`src/rtl/aes_round_controller.sv`:
```
// Sequencer for the iterative AES-128 round datapath: initial key-add, mixed rounds, final round.
// Optional abort input enabled by defining AES_ABORT_EN.
module aes_round_controller #(
    parameter int unsigned NUM_ROUNDS = 10,
    parameter int unsigned ROUND_LAT  = 1
) (
    input  logic       clk,
    input  logic       n_rst,
    input  logic       start,
    input  logic       key_ready,
`ifdef AES_ABORT_EN
    input  logic       abort,
`endif
    output logic       key_req,
    output logic       sel_init,
    output logic       mix_enable,
    output logic       state_load,
    output logic [3:0] round_cnt,
    output logic       busy,
    output logic       done
);

    typedef enum logic [2:0] {StIdle, StInit, StRound, StFinal, StDone} state_e;

    localparam logic [1:0] SettleLast = 2'(ROUND_LAT - 1);
    localparam logic [3:0] LastRound  = 4'(NUM_ROUNDS);

    state_e     stateQ, stateD;
    logic [3:0] roundD;
    logic [1:0] settleQ, settleD;
    logic       abortHit;

    // key_req is high exactly in the states where abort is honoured.
`ifdef AES_ABORT_EN
    assign abortHit = abort && key_req;
`else
    assign abortHit = 1'b0;
`endif

    assign state_load = key_req && key_ready && (settleQ == SettleLast) && !abortHit;

    always_comb begin
        stateD  = stateQ;
        roundD  = round_cnt;
        settleD = settleQ;
        if (abortHit) begin
            stateD  = StIdle;
            roundD  = 4'd0;
            settleD = 2'd0;
        end else begin
            // Settle count only advances while the key is valid, so a stall keeps progress.
            if (key_req) begin
                if (state_load) begin
                    settleD = 2'd0;
                end else if (key_ready) begin
                    settleD = 2'(settleQ + 2'd1);
                end
            end
            unique case (stateQ)
                StIdle: begin
                    if (start) begin
                        stateD  = StInit;
                        roundD  = 4'd0;
                        settleD = 2'd0;
                    end
                end
                StInit: begin
                    if (state_load) begin
                        stateD = StRound;
                        roundD = 4'd1;
                    end
                end
                StRound: begin
                    if (state_load) begin
                        roundD = 4'(round_cnt + 4'd1);
                        if (roundD == LastRound) begin
                            stateD = StFinal;
                        end
                    end
                end
                StFinal: begin
                    if (state_load) begin
                        stateD = StDone;
                    end
                end
                StDone:  stateD = StIdle;
                default: stateD = StIdle;
            endcase
        end
    end

    // Outputs are registered from the next state so they line up with stateQ.
    always_ff @(posedge clk or negedge n_rst) begin
        if (!n_rst) begin
            stateQ     <= StIdle;
            round_cnt  <= 4'd0;
            settleQ    <= 2'd0;
            key_req    <= 1'b0;
            sel_init   <= 1'b0;
            mix_enable <= 1'b0;
            busy       <= 1'b0;
            done       <= 1'b0;
        end else begin
            stateQ     <= stateD;
            round_cnt  <= roundD;
            settleQ    <= settleD;
            key_req    <= (stateD == StInit) || (stateD == StRound) || (stateD == StFinal);
            sel_init   <= (stateD == StInit);
            mix_enable <= (stateD == StRound);
            busy       <= (stateD != StIdle);
            done       <= (stateD == StDone);
        end
    end

endmodule

```
`config.mk`:
```
export PLATFORM = sky130hd
export DESIGN_NAME = aes_round_controller
export DESIGN_NICKNAME = d
export VERILOG_FILES = /design/src/rtl/aes_round_controller.sv
export SDC_FILE = /design/constraint.sdc
export NUM_CORES = 1
export LEC_CHECK = 0
export ABC_CLOCK_PERIOD_IN_PS = 2300
export CAP_MARGIN = 40
export CORE_UTILIZATION = 34
export CTS_CLUSTER_DIAMETER = 30
export DETAILED_ROUTE_END_ITERATION = 16
export SKIP_CTS_REPAIR_TIMING = 1
export SYNTH_ARGS = -nofsm -noshare
export SYNTH_HDL_FRONTEND = slang
export SYNTH_SLANG_ARGS = --single-unit
```
`constraint.sdc`:
```
create_clock -name clk -period 2.3 [get_ports clk]
set_clock_uncertainty 0.1 [all_clocks]
set_input_delay 0.46 -clock clk [delete_from_list [all_inputs] [get_ports clk]]
set_output_delay 0.46 -clock clk [all_outputs]
set_load 0.02 [all_outputs]
```
==> run metrics <==
Initial DRT Pass Iterations=4; DIE HEIGHT=50.0 um; WL final=1.44 mm; Leakage=0.439 nW; Synth Register Bits=14; GRT Total Usage=14.2%; fraction of layout cells with a size suffix above 1=12.0%; first-pass GRT wire length=2.73 mm; CP Depth=1; clk_lat worst skew=270 ps; area share of the largest cell type after synthesis=44.7%; pin count of the biggest net entering global routing=15; area of placed instances=941 sq um; warnings from Yosys=0; unrepaired setup endpoints after global routing=no; Post-Syn Nets=90; Hold WC Path Type=reg2reg; Req. time, crit path=1740 ps; worst path arrival time=1430 ps; register area share after synthesis=44.7%; Crit-path slowest cell=clkdlybuf4s50_1; drt wl/cell=11.3 um; WS Path Type=reg2out; Worst Max-Slew Pin Slew=612 ps; Final Cycle Share=86.3%; Detailed Place HPWL=1.10 mm; DIE AREA=0.00250 sq mm; Congestion Overflow GR=0; Critical Path End Type=output port; top-count cell post-synth=dfrtp_1; Die W=50.0 um; area leader, netlist=dfrtp_1; worst-path maximum fanout=9; run status=complete, no violations; Fmax=504 MHz; DR vias/cell=5.00; H-tree Lvls=1; area grow syn2layout=25.1%; Cell Area, Synth=783 sq um; # port buffers=13; cell class contributing the biggest share of worst-path delay=buffers and inverters; final hold violations=0; # clock sinks=14; Worst setup SP type=register; CTS max path bufs=2; Final GP Congestion=0.827; hold path depth=1; antenna viol nets, final=0; most frequent cells after synthesis=dfrtp_1, nor2_1, inv_1, nand2_1, a21oi_1; reg2reg path depth=8; pwr dens=1230 mW/mm^2; Post-synth EDFFs=0; asr flop ratio synth=100%; core area=0.00219 sq mm; max-slew violation count=0; Initial Utilization=35.8%; # diodes=0; post-route cell area=980 sq um; vias=640; Worst slew margin=59.1%; post-synthesis cell count=83; First DRT Iteration DRCs=25; Cell Count, Final, Fillers Out=128; Placed Cells incl. Taps=124; cts bufs inserted=3; main area contributors after synthesis=dfrtp_1, nor2_1, ha_1; Avg Cell Area, Syn=9.44 sq um; critical path, cell by cell=clkdlybuf4s50_1; post-route DRC violation count=0; clk slew on worst S/H paths=90 ps; Net count, final=108; root buffer cell=clkbuf_4; WP buf/inv=1; num ports=14; max-cap violations=0; Synth Flop Type=dfrtp_1; crit path time final=1990 ps; Core Util, Final=44.7%; Final setup violation count=0; initial antenna violation count=0; peak supply drop=0.000537 V; Distinct cells, synth=32; CP peak stage delay=660 ps; vias in the first global route=644; CTS tree=yes; row count=17
-- flip-flops by register name (all words and copies together) (netlist names) --
register	count
settleQ	2
mix_enable	1
key_req	1
stateQ	3
done	1
round_cnt	4
sel_init	1
busy	1
-- metrics by stage --
step	hold slack [ps]	total power, W	setup WS (ps)	setup TNS, ps
3_5_place_dp	403	0.00104	9.47	0
6_report	417	0.00121	314	0
5_1_grt	456	0.00132	227	0
2_1_floorplan	64.4	0.000854	610	0
3_3_place_gp	402	0.00104	13.0	0
4_1_cts	419	0.00122	-4.29	-4.29
-- per-layer routing --
metal / global-route usage, % / part of all wire (%) / up-vias
li1: - / - / 317
met1: 19.9 / 50 / 300
met2: 20.7 / 43 / 21
met3: 3.09 / 5.7 / 2
met4: 5.71 / 0.69 / 0
met5: 0 / 0 / -
-- final timing paths --
check,end,startpoint,slack (ps)
max,round_cnt[0],round_cnt[0],310
min,round_cnt[3],round_cnt[3],420
max reg2reg,stateQ[0],settleQ[0],480
min reg2reg,round_cnt[3],round_cnt[3],420
max in group asynchronous,stateQ[1],n_rst,1240
min in group asynchronous,stateQ[0],n_rst,460
-- report_power, final --
group	leakage (nW)	switching, W	total (W)	internal, W
logic	0.241	0.000307	0.000583	0.000276
clock network	0.0210	0.0000768	0.000173	0.0000961
registers	0.178	0.000119	0.000450	0.000331
total	0.439	0.000503	0.00121	0.000703
-- layout make-up --
class,count,area (sq um)
fill,219,1210
inverter,8,35.0
tap,28,35.0
sequential,14,350
timing repair buffer,16,155
clock buffer,4,36.3
multi-input combinational,58,368
-- cells by family (layout without fill, tap and decap cells) --
kind of cell	count (synthesis)	in the layout	synth area share [%]
adders and majority gates	3	3	4.79
buffers and inverters	11	28	8.31
DFF	14	14	44.7
muxes	2	2	2.72
xor gates and xnor gates	3	3	3.36
AOI/OAI and AO/OA	16	16	13.3
and+or+nand+nor	34	34	22.8
-- cell usage in the layout (no fill, tap or decap), types with 2 or more instances in the layout --
master	count
dfrtp_1	14
clkdlybuf4s50_1	12
nor2_1	11
inv_1	7
nand2_1	6
a21oi_1	5
nand3_1	4
nor3_1	3
o21ai_0	3
ha_1	3
clkbuf_4	3
buf_4	3
nand2b_1	2
xnor2_1	2
o31a_1	2
Note: power is estimated with default switching activity, not from simulation.
